**config.mk**
```make
export PLATFORM = sky130hd
export DESIGN_NAME = alu_rr_arbiter_flat
export DESIGN_NICKNAME = d
export VERILOG_FILES = /design/src/rtl/alu_rr_arbiter_if.sv /design/src/rtl/alu_rr_arbiter.sv /design/src/flat_wrapper.sv
export SDC_FILE = /design/constraint.sdc
export NUM_CORES = 1
export LEC_CHECK = 0
export CAP_MARGIN = 20
export CORE_MARGIN = 3
export CORE_UTILIZATION = 60
export CTS_CLUSTER_DIAMETER = 30
export CTS_CLUSTER_SIZE = 40
export DETAILED_ROUTE_END_ITERATION = 8
export GPL_TIMING_DRIVEN = 0
export PLACE_DENSITY = 0.93
export RECOVER_POWER = 100
export SLEW_MARGIN = 20
export SYNTH_ARGS = -nofsm -noshare
export SYNTH_HDL_FRONTEND = slang
export SYNTH_SLANG_ARGS = --single-unit
```
**constraint.sdc**
```tcl
create_clock -name clk -period 36.6 [get_ports clk]
set_clock_uncertainty 0.1 [all_clocks]
set_input_delay 9.15 -clock clk [delete_from_list [all_inputs] [get_ports clk]]
set_output_delay 9.15 -clock clk [all_outputs]
set_load 0.02 [all_outputs]
```
**src/rtl/alu_rr_arbiter_if.sv**
```systemverilog
// Request/response bundle between the requesting engines and the shared-ALU arbiter.
// Requester i uses lane i of every packed request field.
interface alu_rr_arbiter_if #(
    parameter int IN_WIDTH = 8,
    parameter int NUM_REQ  = 4
);
    localparam int ID_W = $clog2(NUM_REQ);

    logic [NUM_REQ-1:0]          req_valid;
    logic [NUM_REQ-1:0]          req_ready;
    logic [NUM_REQ*IN_WIDTH-1:0] req_a;
    logic [NUM_REQ*IN_WIDTH-1:0] req_b;
    logic [NUM_REQ*4-1:0]        req_opcode;
    logic                        rsp_valid;
    logic                        rsp_ready;
    logic [ID_W-1:0]             rsp_id;
    logic [2*IN_WIDTH-1:0]       rsp_result;
    logic [2:0]                  rsp_flags;
    logic                        rsp_err;
    logic                        busy;
    logic [15:0]                 op_count;

    modport master (
        output req_valid, req_a, req_b, req_opcode, rsp_ready,
        input  req_ready, rsp_valid, rsp_id, rsp_result, rsp_flags, rsp_err, busy, op_count
    );

    modport slave (
        input  req_valid, req_a, req_b, req_opcode, rsp_ready,
        output req_ready, rsp_valid, rsp_id, rsp_result, rsp_flags, rsp_err, busy, op_count
    );
endinterface

```
**src/rtl/alu_rr_arbiter.sv**
```systemverilog
// Round-robin arbiter sharing one unsigned ALU between NUM_REQ requesters.
// One op in flight: IDLE grants, EXEC enables the ALU, RESP holds the result until accepted.
module alu_rr_arbiter #(
    parameter int IN_WIDTH = 8,
    parameter int NUM_REQ  = 4
) (
    input  logic             clk,
    input  logic             rst_n,
    alu_rr_arbiter_if.slave  bus
);
    localparam int ID_W = $clog2(NUM_REQ);
    localparam int RW   = 2 * IN_WIDTH;

    typedef enum logic [1:0] {
        ST_IDLE = 2'd0,
        ST_EXEC = 2'd1,
        ST_RESP = 2'd2
    } state_t;

    state_t              r_state;
    state_t              w_state_nxt;
    logic [ID_W-1:0]     r_ptr;
    logic [ID_W-1:0]     w_ptr_nxt;
    logic [ID_W-1:0]     w_grant;
    logic                w_grant_vld;
    logic [NUM_REQ-1:0]  w_ready;
    logic [IN_WIDTH-1:0] r_a;
    logic [IN_WIDTH-1:0] r_b;
    logic [3:0]          r_op;
    logic [ID_W-1:0]     r_id;
    logic                w_alu_en;
    logic [RW-1:0]       w_alu_result;
    logic [2:0]          w_alu_flags;
    logic                w_alu_err;
    logic                r_rsp_valid;
    logic [ID_W-1:0]     r_rsp_id;
    logic [RW-1:0]       r_rsp_result;
    logic [2:0]          r_rsp_flags;
    logic                r_rsp_err;
    logic [15:0]         r_op_count;

    function automatic logic [ID_W-1:0] rr_index(input logic [ID_W-1:0] base, input int offset);
        int sum;
        sum = int'(base) + offset;
        if (sum >= NUM_REQ) begin
            sum = sum - NUM_REQ;
        end else begin
            sum = sum;
        end
        return ID_W'(sum);
    endfunction

    // Circular search for the first valid requester at or after the pointer.
    always_comb begin
        w_grant     = {ID_W{1'b0}};
        w_grant_vld = 1'b0;
        for (int k = 0; k < NUM_REQ; k++) begin
            w_grant     = (!w_grant_vld && bus.req_valid[rr_index(r_ptr, k)]) ? rr_index(r_ptr, k) : w_grant;
            w_grant_vld = w_grant_vld | bus.req_valid[rr_index(r_ptr, k)];
        end
    end

    // Next-state, grant strobe and pointer advance.
    always_comb begin
        w_state_nxt = r_state;
        w_ptr_nxt   = r_ptr;
        w_ready     = {NUM_REQ{1'b0}};
        case (r_state)
            ST_IDLE: begin
                if (w_grant_vld) begin
                    w_ready[w_grant] = 1'b1;
                    w_ptr_nxt        = rr_index(w_grant, 1);
                    w_state_nxt      = ST_EXEC;
                end else begin
                    w_state_nxt = ST_IDLE;
                end
            end
            ST_EXEC: w_state_nxt = ST_RESP;
            ST_RESP: begin
                if (bus.rsp_ready) begin
                    w_state_nxt = ST_IDLE;
                end else begin
                    w_state_nxt = ST_RESP;
                end
            end
            default: w_state_nxt = ST_IDLE;
        endcase
    end

    assign w_alu_en = (r_state == ST_EXEC);

    // Shared ALU; outputs are forced to zero whenever it is not enabled.
    always_comb begin
        w_alu_result = {RW{1'b0}};
        w_alu_flags  = 3'b000;
        w_alu_err    = 1'b0;
        if (w_alu_en) begin
            case (r_op)
                4'd0: w_alu_result = RW'(r_a) + RW'(r_b);
                4'd1: w_alu_result = RW'(r_a) - RW'(r_b);
                4'd2: w_alu_result = RW'(r_a & r_b);
                4'd3: w_alu_result = RW'(r_a | r_b);
                4'd4: w_alu_result = RW'(r_a ^ r_b);
                4'd5: w_alu_result = RW'(r_a) << r_b;
                4'd6: w_alu_result = RW'(r_a) >> r_b;
                4'd7: w_alu_result = RW'(r_a) * RW'(r_b);
                4'd8: begin
                    if (r_b == {IN_WIDTH{1'b0}}) begin
                        w_alu_err = 1'b1;
                    end else begin
                        w_alu_result = RW'(r_a / r_b);
                    end
                end
                4'd9: w_alu_flags = {r_a > r_b, r_a == r_b, r_a < r_b};
                default: w_alu_err = 1'b1;
            endcase
        end else begin
            w_alu_err = 1'b0;
        end
    end

    // FSM state register.
    always_ff @(posedge clk or negedge rst_n) begin
        if (!rst_n) begin
            r_state <= ST_IDLE;
        end else begin
            r_state <= w_state_nxt;
        end
    end

    // Operand latch, round-robin pointer, response and op counter registers.
    always_ff @(posedge clk or negedge rst_n) begin
        if (!rst_n) begin
            r_ptr        <= {ID_W{1'b0}};
            r_a          <= {IN_WIDTH{1'b0}};
            r_b          <= {IN_WIDTH{1'b0}};
            r_op         <= 4'd0;
            r_id         <= {ID_W{1'b0}};
            r_rsp_valid  <= 1'b0;
            r_rsp_id     <= {ID_W{1'b0}};
            r_rsp_result <= {RW{1'b0}};
            r_rsp_flags  <= 3'b000;
            r_rsp_err    <= 1'b0;
            r_op_count   <= 16'd0;
        end else begin
            r_ptr <= w_ptr_nxt;
            case (r_state)
                ST_IDLE: begin
                    if (w_grant_vld) begin
                        r_a  <= bus.req_a[w_grant*IN_WIDTH +: IN_WIDTH];
                        r_b  <= bus.req_b[w_grant*IN_WIDTH +: IN_WIDTH];
                        r_op <= bus.req_opcode[w_grant*4 +: 4];
                        r_id <= w_grant;
                    end else begin
                        r_id <= r_id;
                    end
                end
                ST_EXEC: begin
                    r_rsp_valid  <= 1'b1;
                    r_rsp_id     <= r_id;
                    r_rsp_result <= w_alu_result;
                    r_rsp_flags  <= w_alu_flags;
                    r_rsp_err    <= w_alu_err;
                    r_op_count   <= r_op_count + 16'd1;
                end
                ST_RESP: begin
                    if (bus.rsp_ready) begin
                        r_rsp_valid <= 1'b0;
                    end else begin
                        r_rsp_valid <= r_rsp_valid;
                    end
                end
                default: r_rsp_valid <= 1'b0;
            endcase
        end
    end

    // Grant strobe is combinational, so it is also masked while reset is asserted.
    assign bus.req_ready  = rst_n ? w_ready : {NUM_REQ{1'b0}};
    assign bus.rsp_valid  = r_rsp_valid;
    assign bus.rsp_id     = r_rsp_id;
    assign bus.rsp_result = r_rsp_result;
    assign bus.rsp_flags  = r_rsp_flags;
    assign bus.rsp_err    = r_rsp_err;
    assign bus.busy       = (r_state != ST_IDLE);
    assign bus.op_count   = r_op_count;
endmodule
```
**src/flat_wrapper.sv**
```systemverilog
// flat-port wrapper written by rule: the top's interface ports become plain ports
module alu_rr_arbiter_flat 
#(
    parameter int IN_WIDTH = 8,
    parameter int NUM_REQ  = 4
)
  (clk, rst_n, bus_req_valid, bus_req_a, bus_req_b, bus_req_opcode, bus_rsp_ready, bus_req_ready, bus_rsp_valid, bus_rsp_id, bus_rsp_result, bus_rsp_flags, bus_rsp_err, bus_busy, bus_op_count);
  alu_rr_arbiter_if #(.IN_WIDTH(IN_WIDTH), .NUM_REQ(NUM_REQ)) bus_i ();
  input  logic clk;
  input  logic rst_n;
  input wire logic [$bits(bus_i.req_valid)-1:0] bus_req_valid;
  input wire logic [$bits(bus_i.req_a)-1:0] bus_req_a;
  input wire logic [$bits(bus_i.req_b)-1:0] bus_req_b;
  input wire logic [$bits(bus_i.req_opcode)-1:0] bus_req_opcode;
  input wire logic [$bits(bus_i.rsp_ready)-1:0] bus_rsp_ready;
  output wire logic [$bits(bus_i.req_ready)-1:0] bus_req_ready;
  output wire logic [$bits(bus_i.rsp_valid)-1:0] bus_rsp_valid;
  output wire logic [$bits(bus_i.rsp_id)-1:0] bus_rsp_id;
  output wire logic [$bits(bus_i.rsp_result)-1:0] bus_rsp_result;
  output wire logic [$bits(bus_i.rsp_flags)-1:0] bus_rsp_flags;
  output wire logic [$bits(bus_i.rsp_err)-1:0] bus_rsp_err;
  output wire logic [$bits(bus_i.busy)-1:0] bus_busy;
  output wire logic [$bits(bus_i.op_count)-1:0] bus_op_count;
  assign bus_i.req_valid = bus_req_valid;
  assign bus_i.req_a = bus_req_a;
  assign bus_i.req_b = bus_req_b;
  assign bus_i.req_opcode = bus_req_opcode;
  assign bus_i.rsp_ready = bus_rsp_ready;
  assign bus_req_ready = bus_i.req_ready;
  assign bus_rsp_valid = bus_i.rsp_valid;
  assign bus_rsp_id = bus_i.rsp_id;
  assign bus_rsp_result = bus_i.rsp_result;
  assign bus_rsp_flags = bus_i.rsp_flags;
  assign bus_rsp_err = bus_i.rsp_err;
  assign bus_busy = bus_i.busy;
  assign bus_op_count = bus_i.op_count;
  alu_rr_arbiter #(.IN_WIDTH(IN_WIDTH), .NUM_REQ(NUM_REQ)) u_core (.clk(clk), .rst_n(rst_n), .bus(bus_i));
endmodule
```
---- Yosys cells after proc, flatten, opt, wreduce, memory -nomap -nowiden ----
Cells that the tools add are included.
storage, ports and cells
  output and inout port bits .............. 44
  logic and storage cells ................. 110
  bits in registers ....................... 65
operators by class
  multiplexer cells ....................... 32
  $add $sub $neg .......................... 12
  reductions and logical operators ........ 14
  order comparisons ....................... 13
  bitwise gates (word level) .............. 7
  multiply operators ...................... 1
  divide/modulo/power cells ............... 1
  equality and inequality tests ........... 13
  shift-type cells ........................ 5
operators by type and width
  cell                     number
  $pmux W16 S9             1
  $shiftx A32 B6 Y8        2
  $mux W2                  10
  $add A16 B1 Y16 const B  1
  $div A8 B8 Y16           1
  $eq A4 B3 Y1 const B     4
  $mul A8 B8 Y16           1
  $mux W16                 1
  $shiftx A16 B5 Y4        1
  $shl A8 B8 Y16           1
  $shr A8 B8 Y16           1
  $lt A2 B3 Y1 const B     5
  $ge A3 B3 Y1 const B     4
  $mux W4                  3
  $sub A2 B1 Y2 const B    5
  $add A8 B8 Y9            1
  $reduce_or A9 Y1         1
  $sub A8 B8 Y9            1
  $and A8 B8 Y8            1
  $bmux W1 S2              4
  $eq A4 B2 Y1 const B     2
  $eq A4 B4 Y1 const B     2
  $eq A8 B8 Y1             1
  $gt A8 B8 Y1             1
  other kinds (26)         43

---- Logic depth before layout (Yosys ltp) ----
Gate-level depths: netlist (run 1).
  word-level depth ........................ 17
  mapped depth ............................ 149
  depth with buffers taken out ............ 139

---- Least setup slack after synthesis (run 1) ----
OpenSTA, ideal clock, no wires.
  path type ............................... reg2reg
  start point ............................. register u_core.r_b[1]
  end point ............................... register u_core.r_rsp_result[0] (netlist: u_core.bus.rsp_result[0])
  library setup time ...................... 125 ps
  arrival ................................. 26858 ps
  stages on the path, launching flop included .. 136
  setup slack ............................. 9517 ps
  path buffers ............................ 10
  required time ........................... 36375 ps
  period minus slack after synthesis ...... 27083 ps
  path through ............................ dfrtp_1 -> inv_1 -> buf_1 -> ha_1 -> o21ai_0 -> nor2b_1 -> nor3_1 -> mux2_2 -> ha_1 -> nor3_1 -> nor4b_2 -> a21o_1 -> ha_1 -> or3_1 -> o221ai_1 -> o22ai_1 -> ha_1 -> or3_1 -> [... 100 more ...] -> nand2_2 -> buf_6 -> nor2_2 -> a21oi_2 -> ha_1 -> a21oi_1 -> nor2b_1 -> o21ai_0 -> nand2b_1 -> a21oi_1 -> nor2b_1 -> o21ai_0 -> nand2b_1 -> a21oi_1 -> o221ai_1 -> a22o_1 -> nor3b_1 -> a21oi_1
on the way
  word-level cells in the longest chain between the ends .. 3
  elaborated cells between the ends (all ways) .. 6
RTL lines
  what                                                line                                          source
  start, declared                                     alu_rr_arbiter.sv:28                          logic [IN_WIDTH-1:0] r_b;
  start signal, assigned                              alu_rr_arbiter.sv:136                         r_b <= {IN_WIDTH{1'b0}};
  start signal, assigned                              alu_rr_arbiter.sv:151                         r_b <= bus.req_b[w_grant*IN_WIDTH +: IN_WIDTH];
  $div A8 B8 Y16 or $logic_not A8 Y1 (tied branches)  alu_rr_arbiter.sv:111, alu_rr_arbiter.sv:108
  $mux W16                                            alu_rr_arbiter.sv:108                         if (r_b == {IN_WIDTH{1'b0}}) begin
  $pmux W16 S9 *                                      alu_rr_arbiter.sv:98                          case (r_op)
  end signal, assigned                                alu_rr_arbiter.sv:141                         r_rsp_result <= {RW{1'b0}};
  end signal, assigned                                alu_rr_arbiter.sv:161                         r_rsp_result <= w_alu_result;
  end, declared                                       alu_rr_arbiter.sv:37                          logic [RW-1:0] r_rsp_result;
Every way passes the cells marked *; elsewhere a longest branch is shown, timed or not.
A chain may end at the register's enable or synchronous reset.

---- Worst setup path after layout (run 1) ----
  start point ............................. register u_core.r_b[0]
  end point ............................... register u_core.r_rsp_result[0] (netlist: u_core.bus.rsp_result[0])
Same word-level chain as after synthesis.

==> metrics.txt, run 1 <==
status=finished, violations left; failing checks=capacitance limit, slew limit; slowest library cell on the worst path=clkbuf_1; CTS Buffer Depth=2; CTS Buf Count=9; Pre-Repair DR Iteration Count=9; grt ovf=0; setup_tns=0 ns; slowest cell delay on critical path=1.17 ns; largest net degree at the start of global routing=41; # rows=52; DIE WIDTH=150.1 um; ys async rst share=100.0%; Skew-Pair Late Insertion Delay=0.34 ns; CP Class=register to register; CTS tree=built; post-route ant nets=0; clock transition at the registers of the reported paths=0.06 ns; vias in the first global route=13,210; hold buffers post-CTS=0; commonest non-fill, non-tap cell in the layout=nand2_1; CTS root buffer=clkbuf_16; DR vias/cell=6.502; fmax=29.72 MHz; Hold WC Path Type=register to register; Slew @ Worst Pin=1.965 ns; Routed WL=41,120 um; first-pass GRT wire length=66,030 um; CP Launch Type=register; CP Max Fanout=24; post-cts gate resize count=0; vias after detailed routing=13,520; register bit total from synthesis=65; share of cells above drive strength 1=6.578%; H-tree depth=3; Critical Path RT=36.72 ns; Overall Global Routing Usage=36.36%; drt drc=0; Die ar.=0.02254 mm^2; Min Clock Period, post-route=33.65 ns; period utilisation layout=91.93%; Syn Inst Count=1,655; fill cell count=1,654; post-CTS setup buffers=0; die height=150.1 um; routed len/inst=19.78 um; Core Area=0.02030 mm^2; Final setup viols=0; Post-Syn Area per Cell=7.531 um^2; routability cong.=1.053; max cap viols=4; yosys warns=0; Hold Vio Cnt, Final=0; crit path capture type=register; antenna violations before repair=0; Yosys cell types=104; antenna diode count=0; ys flop type=dfrtp_1; IO buf count=130; initial drt markers=1,314; HPWL Detailed=32,350 um; commonest cells after routing, fill and taps aside=nand2_1, ha_1, nor2_1, inv_1, o21ai_0; Worst slew margin=-31.02%; Post-synth EDFFs=0; Area growth, synth to finish=15.80%; Slew Viols, Final=122; CTS sink cnt=65; nets@finish=2,096; Arrival @ worst endpoint=33.76 ns; IO Count=131; unrepaired setup endpoints after global routing=no; most frequent CP cell=o21a_1; Initial Utilization=61.40%; Synth Cell Area=0.01246 mm^2; post-synthesis sequential area ratio=13.05%
critical path, delay by kind of cell, from the launching register on:
kind                       cells  cell delay [ns]
buffers and inverters         11             3.87
DFF                            1             0.58
muxes                          4             1.23
adders and majority gates     15             4.37
and+or+nand+nor               34             7.17
AOI/OAI and AO/OA             73            16.15
state kept, by name (all words and copies together), names as in the netlist:
register,count
u_core.r_b,8
u_core.r_op,4
u_core.bus.rsp_err,1
u_core.bus.rsp_id,2
u_core.bus.rsp_result,16
u_core.r_a,8
u_core.bus.rsp_flags,3
u_core.r_state,2
u_core.r_id,2
u_core.bus.op_count,16
u_core.bus.rsp_valid,1
u_core.r_ptr,2
path summary, 6_finish.rpt:
path / endpoint / depth (start not counted) / startpoint / slack [ns]
hold / removal: u_core.bus.rsp_id[1] / 2 / u_core.r_id[1] / 0.36
setup / recovery: u_core.bus.rsp_result[0] / 137 / u_core.r_b[0] / 2.95
max in group asynchronous: u_core.r_a[5] / 2 / rst_n / 24.72
min in group asynchronous: u_core.bus.rsp_id[0] / 1 / rst_n / 9.13
hold reg to reg: u_core.bus.rsp_id[1] / 2 / u_core.r_id[1] / 0.36
setup reg to reg: u_core.bus.rsp_result[0] / 137 / u_core.r_b[0] / 2.95
routing by layer:
| layer | routed length, um | up-vias | GRT usage, % |
|---|---|---|---|
| li1 | - | 6298 | - |
| met1 | 16490 | 6337 | 46.15 |
| met2 | 18760 | 718 | 60.08 |
| met3 | 4013 | 164 | 7.857 |
| met4 | 1862 | 0 | 15.14 |
| met5 | 0 | - | 0 |
synthesized netlist by cell type, drive strengths merged, types with 5 or more instances:
cell / count / area share, %
nand2: 223 / 6.7
xor2: 18 / 1.3
o221ai: 9 / 0.63
o21a: 45 / 2.7
o2111ai: 6 / 0.42
mux2: 29 / 2.7
o22ai: 10 / 0.55
and3: 18 / 0.90
or2: 15 / 0.75
a31o: 6 / 0.49
o21ai: 101 / 4.1
a22o: 8 / 0.56
a221oi: 15 / 1.1
a21o: 22 / 1.3
inv: 103 / 3.1
or3: 12 / 0.60
dfrtp: 65 / 13
a211oi: 15 / 1.3
nand3: 84 / 3.4
nor2b: 10 / 0.50
a21oi: 94 / 3.8
fa: 38 / 6.1
nor4: 13 / 0.75
o311ai: 7 / 0.49
o221a: 5 / 0.45
mux2i: 16 / 1.3
o31ai: 15 / 0.90
nor2: 157 / 4.8
or4: 7 / 0.45
nand4: 11 / 0.60
ha: 167 / 17
a31oi: 13 / 0.77
buf: 15 / 0.83
nor3: 59 / 2.4
nand2b: 10 / 0.50
o211ai: 18 / 1.2
clkbuf: 61 / 1.8
xnor2: 44 / 3.1
a21boi: 5 / 0.33
a22oi: 5 / 0.34
and2: 6 / 0.30
o21bai: 13 / 0.78
stage by stage:
step	hold slack (ns)	std cells	utilization, %	worst slack [ns]	instance area, um^2
floorplan	0.3386	1662	-	9.517	12490
global placement	0.3539	2062	69.61	4.837	14130
detailed placement	0.3501	2063	69.72	4.279	14150
CTS	0.3635	2079	71.25	4.143	14460
global route	0.3993	2079	71.10	0.6670	14430
finish	0.3646	2079	71.10	2.954	14430
kinds of logic (layout without fill, tap and decap cells):
| kind of cell | Yosys count | after routing | share of synthesized area (%) |
|---|---|---|---|
| compound gates | 449 | 449 | 25.34 |
| xor+xnor | 62 | 62 | 4.357 |
| fa+ha+maj | 206 | 206 | 22.96 |
| buf+inv | 183 | 330 | 5.932 |
| flops | 65 | 65 | 13.05 |
| mux | 47 | 47 | 4.387 |
| other cells | 1 | 8 | 0.03009 |
| simple gates | 642 | 642 | 23.95 |
final cells by class:
type | count | area [um^2] | share of cell area, %
well taps | 270 | 337.8 | 2.341
flip-flops and latches | 65 | 1627 | 11.27
inverters | 107 | 406.6 | 2.817
multi-input cells | 1414 | 10120 | 70.10
plain buffers | 76 | 334.1 | 2.314
clock inverters | 6 | 82.58 | 0.5721
repair buffers | 131 | 1299 | 8.998
clock buffers | 10 | 229.0 | 1.586
Power of run 1 is left out: the tool's default activity adds up to more than one toggle a clock period on the data nets, which glitch-free logic cannot reach.
==> inputs of run 2 (changes only) <==
--- a/config.mk
+++ b/config.mk
@@ -6,8 +6,10 @@
 export NUM_CORES = 1
 export LEC_CHECK = 0
 export CAP_MARGIN = 20
+export CELL_PAD_IN_SITES_DETAIL_PLACEMENT = 2
+export CELL_PAD_IN_SITES_GLOBAL_PLACEMENT = 2
 export CORE_MARGIN = 3
-export CORE_UTILIZATION = 60
+export CORE_UTILIZATION = 35
 export CTS_CLUSTER_DIAMETER = 30
 export CTS_CLUSTER_SIZE = 40
 export DETAILED_ROUTE_END_ITERATION = 8
==> run 2 against run 1 <==
  * The run still ends with capacitance limit, slew limit left
  * Non-clock buffer count up 5
  * Final cell count up 9.2%
  * Sequential share of layout area down 0.25 points
  * Worst setup slack worse by 0.43 ns
  * Highest routed layer is now met5
  * Largest cell class unchanged
  * Count of clock-buffer cells in the layout up 2
==> metrics.txt, run 2 (same netlist as run 1, synthesis figures left out) <==
post-CTS setup buffers=0 (unchanged); DR vias/cell=6.299 (-3.1%); nets@finish=2,101 (+0.24%); share of cells above drive strength 1=7.442% (+0.86 points); CP Launch Type=register; first-pass GRT wire length=94,630 um (+43%); Slew Viols, Final=51 (-58%); post-cts gate resize count=0 (unchanged); Skew-Pair Late Insertion Delay=0.35 ns (about the same); Pre-Repair DR Iteration Count=5 (-4); Critical Path RT=36.72 ns (about the same); hold buffers post-CTS=0 (unchanged); Hold WC Path Type=register to register; period utilisation layout=93.11% (+1.2 points); crit path capture type=register; H-tree depth=3 (unchanged); fin worst setup slack=2.522 ns (-0.4318 ns); worst slack, placed=2.408 ns (-1.872 ns); CP bufs+invs=11 (unchanged); Util after Layout=42.42% (-29 points); vias in the first global route=16,260 (+23%); Die ar.=0.03791 mm^2 (+68%); CTS sink cnt=65 (unchanged); routed len/inst=26.81 um (+36%); status=finished, violations left; Routed WL=60,860 um (+48%); vias after detailed routing=14,300 (+5.8%); Overall Global Routing Usage=31.24% (-5.1 points); Slew @ Worst Pin=2.924 ns (+0.9583 ns); CTS tree=built; Min Clock Period, post-route=34.08 ns (+0.4318 ns); Initial Utilization=35.82% (-26 points); slowest library cell on the worst path=buf_2; die height=194.7 um (+30%); most frequent CP cell=o21a_1; Worst slew margin=-94.90% (-64 points); CTS Buf Count=9 (unchanged); fill cell count=3,976 (+140%); initial drt markers=921 (-30%); slowest cell delay on critical path=0.69 ns (-0.48 ns); fmax=29.34 MHz (-1.3%); IO buf count=130 (unchanged); largest net degree at the start of global routing=51 (+24%); Arrival @ worst endpoint=34.20 ns (+0.44 ns); Final setup viols=0 (unchanged); max cap viols=1 (-3); unrepaired setup endpoints after global routing=no; CP Class=register to register; setup_tns=0 ns (unchanged); grt ovf=0 (unchanged); antenna violations before repair=2 (+2); DIE WIDTH=194.7 um (+30%); failing checks=capacitance limit, slew limit; HPWL Detailed=45,250 um (+40%); commonest non-fill, non-tap cell in the layout=nand2_1; clock transition at the registers of the reported paths=0.06 ns (about the same); CTS Buffer Depth=2 (unchanged); IO Count=131 (unchanged); Hold Vio Cnt, Final=0 (unchanged); CP Max Fanout=27 (+13%); Core Area=0.03480 mm^2 (+71%); post-route ant nets=0 (unchanged); Area growth, synth to finish=18.43%; commonest cells after routing, fill and taps aside=nand2_1, ha_1, nor2_1, inv_1, o21ai_0; CTS root buffer=clkbuf_16; # rows=68 (+31%); drt drc=0 (unchanged); routability cong.=0.9414 (-11%); Crit path max-delay family=compound AO/OA/AOI/OAI gates
[run 2: changes by cell type in the layout (fill, tap and decap cells not counted), moves of 2 or more]
cell      delta
buf_2        +3
buf_8        +2
clkbuf_1     -2
clkbuf_8     +2
clkinv_2     -2
mux2_1       -2
mux2_2       +2
nor2_1       -2
nor2_2       +2
[run 2: per-layer routing]
metal,GRT usage [%],up-vias,routed length (um)
met5,0,-,27
met4,16.30,4,3181
met3,6.310,220,3913
met2,54.23,580,30030
met1,36.33,7219,23720
li1,-,6276,-
[run 2: worst paths after layout]
path	endpoint	cells past startpoint	slack, ns	startpoint
max	u_core.bus.rsp_result[0]	136	2.52	u_core.r_b[1]
min	u_core.bus.op_count[5]	1	0.39	u_core.bus.op_count[5]
max reg2reg	u_core.bus.rsp_result[0]	136	2.52	u_core.r_b[1]
min reg2reg	u_core.bus.op_count[5]	1	0.39	u_core.bus.op_count[5]
max in group asynchronous	u_core.bus.op_count[15]	2	24.15	rst_n
min in group asynchronous	u_core.r_id[1]	1	8.90	rst_n
[run 2: layout make-up]
class / instances / area [um^2] / area share, %
Timing Repair Buffer: 136 / 1358 / 9.196
Clock inverter: 4 / 51.30 / 0.3475
Antenna cell: 1 / 2.502 / 0.01695
Clock buffer: 12 / 256.5 / 1.738
Inverter: 107 / 406.6 / 2.755
Buffer: 76 / 337.8 / 2.289
Sequential cell: 65 / 1627 / 11.02
Multi-Input combinational cell: 1414 / 10150 / 68.78
Tap cell: 455 / 569.3 / 3.857
[run 2: per-stage QoR]
step | instance area (um^2) | std cells | hold slack [ns]
detailed placement | 14440 | 2251 | 0.3696
CTS | 14750 | 2267 | 0.3980
finish | 14760 | 2270 | 0.3947
floorplan | 12490 | 1662 | 0.3386
global route | 14760 | 2269 | 0.4169
global placement | 14360 | 2247 | 0.3580
Power of run 2 is left out for the same reason.
==> inputs of run 3 (changes only) <==
--- a/config.mk
+++ b/config.mk
@@ -20,3 +20,4 @@
 export SYNTH_ARGS = -nofsm -noshare
 export SYNTH_HDL_FRONTEND = slang
 export SYNTH_SLANG_ARGS = --single-unit
+export TNS_END_PERCENT = 100
==> results of run 3 <==
No change in the layout: final DEF, timing and power equal those of run 2.
Power of run 3 is left out for the same reason.
